--- src/rtl/alu_pkg.sv ---
`default_nettype none
// ============================================================================
// Module   : alu_pkg
// Purpose  : Shared opcode encodings, FSM state type and default datapath
//            width for the shared ALU arbiter and its combinational core.
// Revision : 1.0 - initial release
// ============================================================================
package alu_pkg;

    localparam int DATA_W_DEF = 8;

    localparam logic [2:0] OP_ADD     = 3'd0;
    localparam logic [2:0] OP_SUB     = 3'd1;
    localparam logic [2:0] OP_AND     = 3'd2;
    localparam logic [2:0] OP_OR      = 3'd3;
    localparam logic [2:0] OP_XOR     = 3'd4;
    localparam logic [2:0] OP_NOT     = 3'd5;
    localparam logic [2:0] OP_SEL_SUM = 3'd6;
    localparam logic [2:0] OP_ADD_REV = 3'd7;

    typedef enum logic [1:0] {
        ST_IDLE = 2'd0,
        ST_EXEC = 2'd1,
        ST_RESP = 2'd2
    } state_t;

endpackage
`default_nettype wire

--- src/rtl/alu_core.sv ---
`default_nettype none
// ============================================================================
// Module   : alu_core
// Purpose  : Purely combinational 8-bit ALU; opcode[3] set flags an error.
// Revision : 1.0 - initial release
// ============================================================================
module alu_core
    import alu_pkg::*;
#(
    parameter int DATA_W = DATA_W_DEF
) (
    input  logic [3:0]        i_opcode,
    input  logic              i_sel,
    input  logic [DATA_W-1:0] i_a,
    input  logic [DATA_W-1:0] i_b,
    input  logic [DATA_W-1:0] i_c,
    input  logic [DATA_W-1:0] i_d,
    output logic [DATA_W-1:0] o_result,
    output logic              o_err
);

    // Sums and differences truncate to DATA_W; carries are dropped.
    always_comb begin
        o_result = '0;
        o_err    = 1'b0;
        if (i_opcode[3]) begin
            o_err = 1'b1;
        end else begin
            case (i_opcode[2:0])
                OP_ADD:     o_result = i_a + i_b + i_c + i_d;
                OP_SUB:     o_result = i_a - i_b;
                OP_AND:     o_result = i_a & i_b;
                OP_OR:      o_result = i_a | i_b;
                OP_XOR:     o_result = i_a ^ i_b;
                OP_NOT:     o_result = ~i_a;
                OP_SEL_SUM: o_result = i_sel ? (i_a + i_c) : (i_b + i_d);
                OP_ADD_REV: o_result = i_d + i_c + i_b + i_a;
                default:    o_result = '0;
            endcase
        end
    end

endmodule
`default_nettype wire

--- src/rtl/alu_share_arbiter.sv ---
`default_nettype none
// ============================================================================
// Module   : alu_share_arbiter
// Purpose  : Round-robin sharing of one ALU between two requesters with
//            registered result/zero/err returned over a response handshake.
// Revision : 1.0 - initial release
// ============================================================================
module alu_share_arbiter
    import alu_pkg::*;
#(
    parameter int DATA_W = DATA_W_DEF,
    parameter int CNT_W  = 16
) (
    input  logic                clk,
    input  logic                rst,
    input  logic [1:0]          req_valid,
    output logic [1:0]          req_ready,
    input  logic [2*DATA_W-1:0] req_a,
    input  logic [2*DATA_W-1:0] req_b,
    input  logic [2*DATA_W-1:0] req_c,
    input  logic [2*DATA_W-1:0] req_d,
    input  logic [7:0]          req_opcode,
    input  logic [1:0]          req_sel,
    output logic [1:0]          rsp_valid,
    input  logic [1:0]          rsp_ready,
    output logic [DATA_W-1:0]   rsp_result,
    output logic                rsp_zero,
    output logic                rsp_err,
    output logic [CNT_W-1:0]    op_count
);

    state_t              r_state;
    state_t              w_next_state;
    logic                r_rr;
    logic                r_id;
    logic [DATA_W-1:0]   r_a, r_b, r_c, r_d;
    logic [3:0]          r_op;
    logic                r_sel;
    logic [DATA_W-1:0]   r_result;
    logic                r_zero;
    logic                r_err;
    logic [1:0]          r_rsp_valid;
    logic [CNT_W-1:0]    r_op_count;

    logic                w_grant;
    logic                w_accept;
    logic                w_rsp_done;
    logic [DATA_W-1:0]   w_alu_result;
    logic                w_alu_err;

    // Contention resolves to the rr pointer; otherwise whoever is valid.
    assign w_grant = (req_valid == 2'b11) ? r_rr : req_valid[1];

    always_ff @(posedge clk) begin
        if (rst) r_state <= ST_IDLE;
        else     r_state <= w_next_state;
    end

    always_comb begin
        w_next_state = r_state;
        case (r_state)
            ST_IDLE: if (|req_valid) w_next_state = ST_EXEC;
            ST_EXEC: w_next_state = ST_RESP;
            ST_RESP: if (rsp_ready[r_id]) w_next_state = ST_IDLE;
            default: w_next_state = ST_IDLE;
        endcase
    end

    always_comb begin
        req_ready  = 2'b00;
        w_rsp_done = 1'b0;
        if (!rst && (r_state == ST_IDLE) && (|req_valid))
            req_ready[w_grant] = 1'b1;
        if (r_state == ST_RESP)
            w_rsp_done = rsp_ready[r_id];
    end

    assign w_accept = |req_ready;

    alu_core #(
        .DATA_W (DATA_W)
    ) u_alu_core (
        .i_opcode (r_op),
        .i_sel    (r_sel),
        .i_a      (r_a),
        .i_b      (r_b),
        .i_c      (r_c),
        .i_d      (r_d),
        .o_result (w_alu_result),
        .o_err    (w_alu_err)
    );

    always_ff @(posedge clk) begin
        if (rst) begin
            r_rr        <= 1'b0;
            r_id        <= 1'b0;
            r_a         <= '0;
            r_b         <= '0;
            r_c         <= '0;
            r_d         <= '0;
            r_op        <= '0;
            r_sel       <= 1'b0;
            r_result    <= '0;
            r_zero      <= 1'b0;
            r_err       <= 1'b0;
            r_rsp_valid <= 2'b00;
            r_op_count  <= '0;
        end else begin
            if (w_accept) begin
                r_id  <= w_grant;
                r_rr  <= ~w_grant;
                r_a   <= req_a[w_grant*DATA_W +: DATA_W];
                r_b   <= req_b[w_grant*DATA_W +: DATA_W];
                r_c   <= req_c[w_grant*DATA_W +: DATA_W];
                r_d   <= req_d[w_grant*DATA_W +: DATA_W];
                r_op  <= req_opcode[w_grant*4 +: 4];
                r_sel <= req_sel[w_grant];
            end
            if (r_state == ST_EXEC) begin
                r_result    <= w_alu_result;
                r_zero      <= (w_alu_result == '0);
                r_err       <= w_alu_err;
                r_rsp_valid <= 2'b01 << r_id;
            end
            if (w_rsp_done) begin
                r_rsp_valid <= 2'b00;
                r_op_count  <= r_op_count + CNT_W'(1);
            end
        end
    end

    assign rsp_valid  = r_rsp_valid;
    assign rsp_result = r_result;
    assign rsp_zero   = r_zero;
    assign rsp_err    = r_err;
    assign op_count   = r_op_count;

endmodule
`default_nettype wire

--- config.mk ---
export PLATFORM = sky130hd
export DESIGN_NAME = alu_share_arbiter
export DESIGN_NICKNAME = d
export VERILOG_FILES = /design/src/rtl/alu_pkg.sv /design/src/rtl/alu_core.sv /design/src/rtl/alu_share_arbiter.sv
export SDC_FILE = /design/constraint.sdc
export NUM_CORES = 1
export LEC_CHECK = 0
export BUFFER_PORTS_ARGS = -buffer_cell sky130_fd_sc_hd__clkbuf_2
export CAP_MARGIN = 20
export CORE_ASPECT_RATIO = 0.8
export CORE_MARGIN = 4
export CORE_UTILIZATION = 40
export CTS_BUF_LIST = sky130_fd_sc_hd__clkbuf_8 sky130_fd_sc_hd__clkbuf_16
export DETAILED_ROUTE_END_ITERATION = 8
export GPL_ROUTABILITY_DRIVEN = 0
export PLACE_DENSITY_LB_ADDON = 0.1
export SYNTH_ARGS = -nofsm -noshare
export SYNTH_HDL_FRONTEND = slang
export SYNTH_SLANG_ARGS = --single-unit
--- constraint.sdc ---
create_clock -name clk -period 5.5 [get_ports clk]
set_input_delay 1.375 -clock clk [delete_from_list [all_inputs] [get_ports clk]]
set_output_delay 1.375 -clock clk [all_outputs]
set_load 0.02 [all_outputs]
==> Implementation_results.wiki, run 1 <==
{| class="wikitable"
! Metric !! Value
|-
| Die W || 137 um
|-
| Clock input transition at the sequential cells of the worst setup and hold paths || 0.06 ns
|-
| Total grt overflow || 0
|-
| Final std cell area, no fill || 6270 um^2
|-
| Number of CTS-inserted buffers || 9
|-
| EDFF count, synth || 0
|-
| Clock sinks || 69
|-
| Main area contributors after synthesis || dfxtp_1 (26%), ha_1 (11%), mux2i_1 (9.7%)
|-
| Synthesized flop and latch total || 69
|-
| Setup clock skew after layout || 0.00603 ns
|-
| Max IR drop VDD || 0.237 mV
|-
| Highest clock frequency the design can meet || 0.262 GHz
|-
| Clock root buffer || clkbuf_16
|-
| Number of nets still failing antenna checks after routing || 0
|-
| GRT Overall Usage || 0.195
|-
| Antenna cells || 0
|-
| Portion of the clock cycle consumed by the worst path in the final layout || 0.693
|-
| Post-Syn Area per Cell || 8.65 um^2
|-
| Power density over cell area || 288 nW/um^2
|-
| Vertical die dimension || 111 um
|-
| Run status || finished clean
|-
| Endpoint class of the critical path || output pin
|-
| Share of the yosys chip area belonging to registers || 0.258
|-
| I/O pin count || 110
|-
| Total number of placement rows || 37
|-
| Placeable Area || 13000 um^2
|-
| Largest incremental delay on the critical path || 0.46 ns
|-
| Measured slew at the worst slew-check pin || 0.817 ns
|-
| Fraction of final layout cells sized beyond drive strength 1 || 0.215
|-
| Critical-path cell list || clkbuf_2, nor2_1, or4_1, nor2_1, clkbuf_2
|-
| Synth warnings || 0
|-
| Library cell contributing the largest single delay on the critical path || or4_1
|-
| Arrival time at the worst endpoint || 2.44 ns
|-
| H-Tree Depth || 3
|-
| Starting density of the core || 0.413
|-
| Total wire length after detailed routing || 14700 um
|-
| Worst-case headroom to the max-slew limit || 0.454
|-
| Routed wire length per instance || 16.5 um
|-
| Port Buf Inserts || 109
|-
| Tot Pwr || 1.81 mW
|-
| Total iterations of the first detailed-routing run || 4
|-
| Post-synthesis async set-or-reset flop share || 0
|-
| Count of filler cells inserted in the layout || 1275
|-
| Insertion delay to the later sink of the worst-skew pair || 0.34 ns
|-
| Placed standard-cell area || 6000 um^2
|-
| Final core utilization || 0.484
|-
| Total number of vias || 4696
|-
| Hold crit path type || reg2reg
|-
| Number of nets in the synthesized netlist || 760
|-
| Number of buffers inserted by post-CTS setup repair || 0
|-
| Detailed router's first-iteration violation count || 250
|-
| Initial antenna violation count || 0
|-
| Area added between synthesis and finish || 17.3%
|-
| Startpoint kind of the worst setup timing path || primary input
|-
| Highest net fanout along the worst path || 3
|-
| Setup repair after global routing missed its margin || no
|-
| Dominant synthesized flop cell || dfxtp_1
|-
| CTS max path bufs || 2
|-
| Cell count after synthesis || 618
|-
| Pins Over Slew Limit || 0
|-
| CP Class || in2out
|-
| Detailed placement HPWL || 11500 um
|-
| Final-report setup violation count || 0
|-
| Cell taking the most area after synthesis || dfxtp_1
|-
| Number of max-cap violations || 0
|-
| Data required time at the worst endpoint || 4.12 ns
|-
| TritonCTS clock tree || built
|-
| Number of gates resized after cts || 0
|-
| Mapped cell area || 5350 um^2
|-
| # hold bufs at CTS || 0
|-
| Leakage Power || 2.89 nW
|-
| Final-stage net count || 853
|-
| Distinct cells, synth || 67
|-
| Time the worst path needs with I/O delays and setup || 3.81 ns
|-
| Global-route wire length before repair || 23600 um
|-
| Number of global-route vias before repair || 4556
|-
| Maximum number of pins on one net before global-route repair || 77
|-
| Proportion of netlist area held by the largest area contributor || 0.258
|-
| Endpoints failing hold || 0
|-
| Post-Route Setup TNS || 0 ns
|-
| DRC violations left || 0
|-
| DR vias/cell || 5.27
|-
| Full die area || 15300 um^2
|}
path summary, 6_finish.rpt:
kind	from	slack (ns)	to	cells after the start
max reg2reg	r_a[1]	1.70	rsp_zero	14
max	req_valid[1]	1.69	req_ready[1]	5
min reg2reg	rsp_result[5]	0.46	rsp_result[5]	2
min	rsp_result[5]	0.46	rsp_result[5]	2
stage by stage:
| stage | hold slack [ns] | instances | setup slack [ns] |
|---|---|---|---|
| global placement | 0.453 | 875 | 1.75 |
| CTS | 0.467 | 891 | 1.69 |
| floorplan | 0.469 | 618 | 1.40 |
| detailed placement | 0.458 | 875 | 1.69 |
| global route | 0.486 | 891 | 1.48 |
| finish | 0.463 | 891 | 1.69 |
cell usage after synthesis (all sizes together), types with 5 or more instances:
master	count
inv	56
nand2	29
xor2	17
fa	17
a21oi	28
mux2i	52
nand4	5
o22ai	8
o211ai	6
xnor2	14
or2	7
nand3	7
a211oi	44
dfxtp	69
nor3	7
ha	45
a221oi	6
nand2b	11
and3	5
nor2b	5
clkbuf	11
o21ai	15
buf	19
nor2	84
flip-flops by register name, summed over array words and instances, names as in the netlist:
register and flops:
r_d 8, r_state 2, rsp_result 8, r_id 1, rsp_zero 1, rsp_valid 2, r_op 4, op_count 16
r_rr 1, r_a 8, rsp_err 1, r_sel 1, r_b 8, r_c 8
critical path, delay by kind of cell:
kind                   cells  cell delay, ns
buffers and inverters      2            0.33
and+or+nand+nor            3            0.73
power breakdown:
part           leakage, nW  switching, mW  internal [mW]
Sequential           0.565         0.0663          0.539
Clock                0.137          0.237          0.307
Combinational         2.18          0.363          0.297
placed cells by master (no fill, tap or decap), drive strengths merged, types with 6 or more instances in the layout:
cell,n
nor3,7
mux2i,52
inv,58
dfxtp,69
or2,7
nor2,84
o22ai,8
o21ai,15
nand2b,11
clkbuf,118
ha,45
xor2,17
a211oi,44
nand2,29
a21oi,28
xnor2,14
a221oi,6
fa,17
nand3,7
o211ai,6
routing by layer:
layer,vias up,global-route usage,share of wire
met3,20,0.0506,0.058
li1,2374,-,-
met1,2163,0.299,0.51
met5,-,0,0
met4,0,0.0472,0.017
met2,139,0.271,0.41
cells by family after synthesis:
kind of cell / count (synthesis) / share of synthesized area
buf+inv: 86 / 0.0669
flops: 69 / 0.258
fa+ha+maj: 62 / 0.169
compound gates: 141 / 0.191
mux: 54 / 0.104
xor+xnor: 31 / 0.0508
simple gates: 175 / 0.160
layout make-up:
| class | count | area [um^2] | area share |
|---|---|---|---|
| Tap cell | 175 | 219 | 0.0349 |
| Inverter | 56 | 210 | 0.0335 |
| Multi-Input combinational cell | 463 | 3620 | 0.577 |
| Clock inverter | 7 | 51.3 | 0.00818 |
| Sequential cell | 69 | 1380 | 0.220 |
| Timing Repair Buffer | 112 | 568 | 0.0905 |
| Clock buffer | 9 | 225 | 0.0359 |
(Power assumes the default switching activity.)
==> run 2: changes to the inputs <==
==> constraint.sdc (replaced) <==
create_clock -name clk -period 3.1 [get_ports clk]
set_input_delay 0.775 -clock clk [delete_from_list [all_inputs] [get_ports clk]]
set_output_delay 0.775 -clock clk [all_outputs]
set_load 0.02 [all_outputs]
==> Implementation_results.wiki, run 2 (synthesis results as in run 1) <==
{| class="wikitable"
! Metric !! Value
|-
| Vertical die dimension || 111 um
|-
| Share of total power consumed by net switching || 0.354
|-
| Endpoint class of the critical path || flip-flop
|-
| Total number of placement rows || 37
|-
| Seq. cell area || 1390 um^2
|-
| Starting density of the core || 0.413
|-
| Highest clock frequency the design can meet || 0.297 GHz
|-
| Largest incremental delay on the critical path || 0.54 ns
|-
| Leakage Power || 3.13 nW
|-
| Total wire length after detailed routing || 14900 um
|-
| Crit path buffers/inverters || 3
|-
| Power density over cell area || 510 nW/um^2
|-
| Internal || 2.22 mW
|-
| Setup repair after global routing missed its margin || yes
|-
| Clock input transition at the sequential cells of the worst setup and hold paths || 0.06 ns
|-
| Number of CTS-inserted buffers || 9
|-
| Area added between synthesis and finish || 25.6%
|-
| Total grt overflow || 0
|-
| Startpoint kind of the worst setup timing path || flip-flop
|-
| Number of max-cap violations || 0
|-
| DR vias/cell || 5.17
|-
| Clock power frac || 0.290
|-
| GRT Overall Usage || 0.200
|-
| TritonCTS clock tree || built
|-
| Max IR drop VDD || 0.296 mV
|-
| CTS max path bufs || 2
|-
| Global-route wire length before repair || 24300 um
|-
| Final core utilization || 0.518
|-
| Highest net fanout along the worst path || 2
|-
| Tot Pwr || 3.43 mW
|-
| Fraction of power consumed by sequential logic || 0.297
|-
| Hold crit path type || reg2reg
|-
| Total iterations of the first detailed-routing run || 5
|-
| Endpoints failing hold || 0
|-
| Final-report setup violation count || 4
|-
| Leading cell type in the layout, fill and taps excluded || clkbuf_2
|-
| Clock sinks || 69
|-
| Run status || complete, but fails checks
|-
| Total number of vias || 4804
|-
| Clock root buffer || clkbuf_16
|-
| Worst hold margin || 0.469 ns
|-
| Time the worst path needs with I/O delays and setup || 3.37 ns
|-
| Critical-path cell list || inv_2, fa_1, fa_1, inv_2, ha_4, inv_2, fa_2, mux2i_1, a22o_1, a22oi_2, o211a_1, a41oi_2, nor4b_2, a31o_1
|-
| H-Tree Depth || 3
|-
| Setup clock skew after layout || 0.00761 ns
|-
| Detailed placement HPWL || 12000 um
|-
| Fraction of final layout cells sized beyond drive strength 1 || 0.301
|-
| Smallest setup slack after layout || -0.266 ns
|-
| Measured slew at the worst slew-check pin || 0.774 ns
|-
| Portion of the clock cycle consumed by the worst path in the final layout || 1.09
|-
| Insertion delay to the later sink of the worst-skew pair || 0.34 ns
|-
| Number of nets still failing antenna checks after routing || 0
|-
| Worst-case headroom to the max-slew limit || 0.483
|-
| Reported net switching power || 1.21 mW
|-
| Placeable Area || 13000 um^2
|-
| Initial antenna violation count || 0
|-
| Antenna cells || 0
|-
| Violated checks || negative setup slack
|-
| Die W || 137 um
|-
| Routed wire length per instance || 16.0 um
|-
| Count of filler cells inserted in the layout || 1272
|-
| Critical path's most frequent cell || inv_2
|-
| Arrival time at the worst endpoint || 3.66 ns
|-
| Port Buf Inserts || 109
|-
| Detailed router's first-iteration violation count || 244
|-
| Data required time at the worst endpoint || 3.39 ns
|-
| CP Class || reg2reg
|-
| Largest delay share family, worst path || adder cells
|-
| Cells after DPL || 913
|-
| Library cell contributing the largest single delay on the critical path || fa_1
|-
| Pins Over Slew Limit || 0
|-
| Max FFs per register || 16
|-
| Footprint of the multi-input gates || 3740 um^2
|-
| DRC violations left || 0
|-
| Full die area || 15300 um^2
|-
| I/O pin count || 110
|-
| Number of global-route vias before repair || 4674
|-
| Post-layout instance count excluding filler cells || 930
|-
| Part of the total power dissipated in combinational logic || 0.413
|-
| Final-stage net count || 893
|-
| Commonest non-fill, non-tap cells in the layout || clkbuf_2 (109), nor2_1 (81), dfxtp_1 (64)
|-
| Maximum number of pins on one net before global-route repair || 77
|}
[run 2: final timing paths]
| kind | startpoint | endpoint | slack, ns | cells past startpoint |
|---|---|---|---|---|
| max | r_c[1] | rsp_zero | -0.27 | 14 |
| min | rsp_result[6] | rsp_result[6] | 0.47 | 2 |
| max reg2reg | r_c[1] | rsp_zero | -0.27 | 14 |
| min reg2reg | rsp_result[6] | rsp_result[6] | 0.47 | 2 |
[run 2: area by class of cell]
| class | instances | share of cell area |
|---|---|---|
| tap | 175 | 0.0326 |
| timing repair buffer | 152 | 0.130 |
| multi-input combinational | 463 | 0.557 |
| inverter | 56 | 0.0317 |
| clock buffer | 9 | 0.0335 |
| clock inverter | 6 | 0.00838 |
| sequential | 69 | 0.207 |
[run 2: routing by layer]
| layer | routed length (um) | track usage | up-vias |
|---|---|---|---|
| li1 | - | - | 2440 |
| met1 | 7690 | 0.306 | 2203 |
| met2 | 6020 | 0.278 | 143 |
| met3 | 982 | 0.0501 | 18 |
| met4 | 191 | 0.0512 | 0 |
| met5 | 0 | 0 | - |
[run 2: what timing repair did]
item,CTS,global route
hold buffers,0,0
pin swaps,5,15
resized for setup,5,28
setup buffers,0,2
setup endpoints to repair,7,7
[run 2: power by group through the flow]
stage          Sequential, mW  Clock (mW)  Combinational, mW
2_1_floorplan            1.05           0              0.900
3_5_place_dp             1.04           0               1.30
3_3_place_gp             1.03           0               1.27
6_report                 1.02       0.994               1.42
4_1_cts                  1.02        1.02               1.31
5_1_grt                  1.03        1.06               1.57
[run 2: per-stage QoR]
stage	setup TNS, ns	worst slack, ns	cell area, um^2
2_1_floorplan	-0.0312	-0.0312	5360
3_3_place_gp	-0.267	-0.150	6300
3_5_place_dp	-0.607	-0.204	6300
4_1_cts	-0.613	-0.216	6590
5_1_grt	-1.46	-0.402	6720
6_report	-0.540	-0.266	6720
[run 2: worst reg2reg max path, stage by stage (launching register included)]
cell and delay, ns:
dfxtp_2 0.33, inv_2 0.04, fa_1 0.54, fa_1 0.43, inv_2 0.08, ha_4 0.13, inv_2 0.03, fa_2 0.53
mux2i_1 0.08, a22o_1 0.20, a22oi_2 0.15, o211a_1 0.20, a41oi_2 0.12, nor4b_2 0.30, a31o_1 0.16
==> run 3: changes to the inputs <==
--- a/config.mk
+++ b/config.mk
@@ -14,6 +14,7 @@
 export DETAILED_ROUTE_END_ITERATION = 8
 export GPL_ROUTABILITY_DRIVEN = 0
 export PLACE_DENSITY_LB_ADDON = 0.1
+export RECOVER_POWER = 50
 export SYNTH_ARGS = -nofsm -noshare
 export SYNTH_HDL_FRONTEND = slang
 export SYNTH_SLANG_ARGS = --single-unit
==> Implementation_results.wiki, run 3 (synthesis results as in run 1) <==
{| class="wikitable"
! Metric !! Value
|-
| Detailed placement HPWL || 12000 um
|-
| Clock input transition at the sequential cells of the worst setup and hold paths || 0.06 ns
|-
| Placeable Area || 13000 um^2
|-
| Leakage Power || 3.02 nW
|-
| Vertical die dimension || 111 um
|-
| Internal || 2.21 mW
|-
| CP Class || reg2reg
|-
| Number of global-route vias before repair || 4674
|-
| H-Tree Depth || 3
|-
| Die W || 137 um
|-
| DR vias/cell || 5.18
|-
| Run status || complete, but fails checks
|-
| Measured slew at the worst slew-check pin || 1.52 ns
|-
| TritonCTS clock tree || built
|-
| Total number of vias || 4822
|-
| Data required time at the worst endpoint || 3.39 ns
|-
| Total iterations of the first detailed-routing run || 4
|-
| Fraction of final layout cells sized beyond drive strength 1 || 0.260
|-
| Power density over cell area || 514 nW/um^2
|-
| DRC violations left || 0
|-
| Portion of the clock cycle consumed by the worst path in the final layout || 1.09
|-
| Hold crit path type || reg2reg
|-
| GRT Overall Usage || 0.200
|-
| Endpoints failing hold || 0
|-
| Setup clock skew after layout || 0.00750 ns
|-
| Reported net switching power || 1.21 mW
|-
| Setup repair after global routing missed its margin || yes
|-
| Register-to-register path setup slack || -0.26 ns
|-
| Highest clock frequency the design can meet || 0.297 GHz
|-
| Number of max-cap violations || 1
|-
| Share of total power consumed by net switching || 0.353
|-
| CTS max path bufs || 2
|-
| Detailed router's first-iteration violation count || 260
|-
| Max FFs per register || 16
|-
| Total number of placement rows || 37
|-
| Clock power frac || 0.290
|-
| Pins Over Slew Limit || 70
|-
| Placed standard-cell area || 6300 um^2
|-
| Number of nets still failing antenna checks after routing || 0
|-
| Antenna cells || 0
|-
| Global-route wire length before repair || 24300 um
|-
| Area added between synthesis and finish || 24.4%
|-
| Total wire length after detailed routing || 14900 um
|-
| Smallest setup slack after layout || -0.264 ns
|-
| Insertion delay to the later sink of the worst-skew pair || 0.34 ns
|-
| Final-report setup violation count || 4
|-
| Max IR drop VDD || 0.296 mV
|-
| Path depth of the worst reg2reg path || 14
|-
| Endpoint class of the critical path || flip-flop
|-
| Startpoint kind of the worst setup timing path || flip-flop
|-
| Commonest non-fill, non-tap cells in the layout || nor2_1 (83), clkbuf_2 (83), dfxtp_1 (64)
|-
| Starting density of the core || 0.413
|-
| Number of CTS-inserted buffers || 9
|-
| Cell count of the worst hold path || 2
|-
| Routed wire length per instance || 16.0 um
|-
| Violated checks || max-capacitance violations, max-slew violations, negative setup slack
|-
| Fraction of power consumed by sequential logic || 0.297
|-
| Part of the total power dissipated in combinational logic || 0.412
|-
| Port Buf Inserts || 109
|-
| Clock sinks || 69
|-
| Tot Pwr || 3.42 mW
|-
| Total grt overflow || 0
|-
| Time the worst path needs with I/O delays and setup || 3.36 ns
|-
| Final std cell area, no fill || 6650 um^2
|-
| Arrival time at the worst endpoint || 3.65 ns
|-
| Highest net fanout along the worst path || 2
|-
| Worst-case headroom to the max-slew limit || -0.0119
|-
| Initial antenna violation count || 0
|-
| Full die area || 15300 um^2
|-
| I/O pin count || 110
|-
| Clock root buffer || clkbuf_16
|-
| Final-stage net count || 893
|-
| Post-Place Worst Slack || -0.204 ns
|-
| Maximum number of pins on one net before global-route repair || 77
|-
| # hold bufs at CTS || 0
|}
run 3: worst paths after layout:
kind / startpoint / to
worst max-delay path: r_c[1] / rsp_zero
worst min-delay path: rsp_result[6] / rsp_result[6]
worst max register to register: r_c[1] / rsp_zero
worst min register to register: rsp_result[6] / rsp_result[6]
run 3: routing by layer:
layer / share of wire / vias up / GRT usage
met5: 0 / - / 0
met4: 0.014 / 0 / 0.0512
met3: 0.064 / 20 / 0.0501
met2: 0.40 / 145 / 0.278
met1: 0.52 / 2214 / 0.306
li1: - / 2443 / -
run 3: cell type report:
cell class / count / area, um^2
multi-input cells: 463 / 3720
repair buffers: 152 / 832
clock buffers: 9 / 225
fillers: 1298 / 6310
inverters: 56 / 213
clock inverters: 6 / 56.3
flip-flops and latches: 69 / 1390
well taps: 175 / 219
run 3: worst max-delay path, stage by stage (launching register included):
cell and delay (ns):
dfxtp_2 0.33, inv_2 0.04, fa_1 0.54, fa_1 0.43, inv_2 0.08, ha_4 0.13, inv_2 0.03, fa_2 0.53
mux2i_1 0.08, a22o_1 0.20, a22oi_2 0.15, o211a_1 0.20, a41oi_2 0.11, nor4b_2 0.30, a31o_1 0.16
run 3: per-stage QoR:
stage | utilization | cells | hold slack [ns] | setup TNS (ns)
6_report | 0.513 | 930 | 0.468 | -0.604
5_1_grt | 0.513 | 930 | 0.483 | -1.67
4_1_cts | 0.508 | 928 | 0.459 | -0.613
3_5_place_dp | 0.486 | 913 | 0.452 | -0.607
3_3_place_gp | 0.486 | 913 | 0.450 | -0.267
2_1_floorplan | - | 618 | 0.469 | -0.0312
run 3: what timing repair did:
item,4_1_cts,5_1_grt
hold endpoints to repair,0,0
setup endpoints to repair,7,7
buffers inserted,0,2
gates resized for setup,5,28
pin swaps,5,15
run 3: power groups by stage:
stage,combinational (mW),clock (mW),sequential [mW]
2_1_floorplan,0.900,0,1.05
3_3_place_gp,1.27,0,1.03
3_5_place_dp,1.30,0,1.04
4_1_cts,1.31,1.02,1.02
5_1_grt,1.57,1.06,1.03
6_report,1.41,0.994,1.02
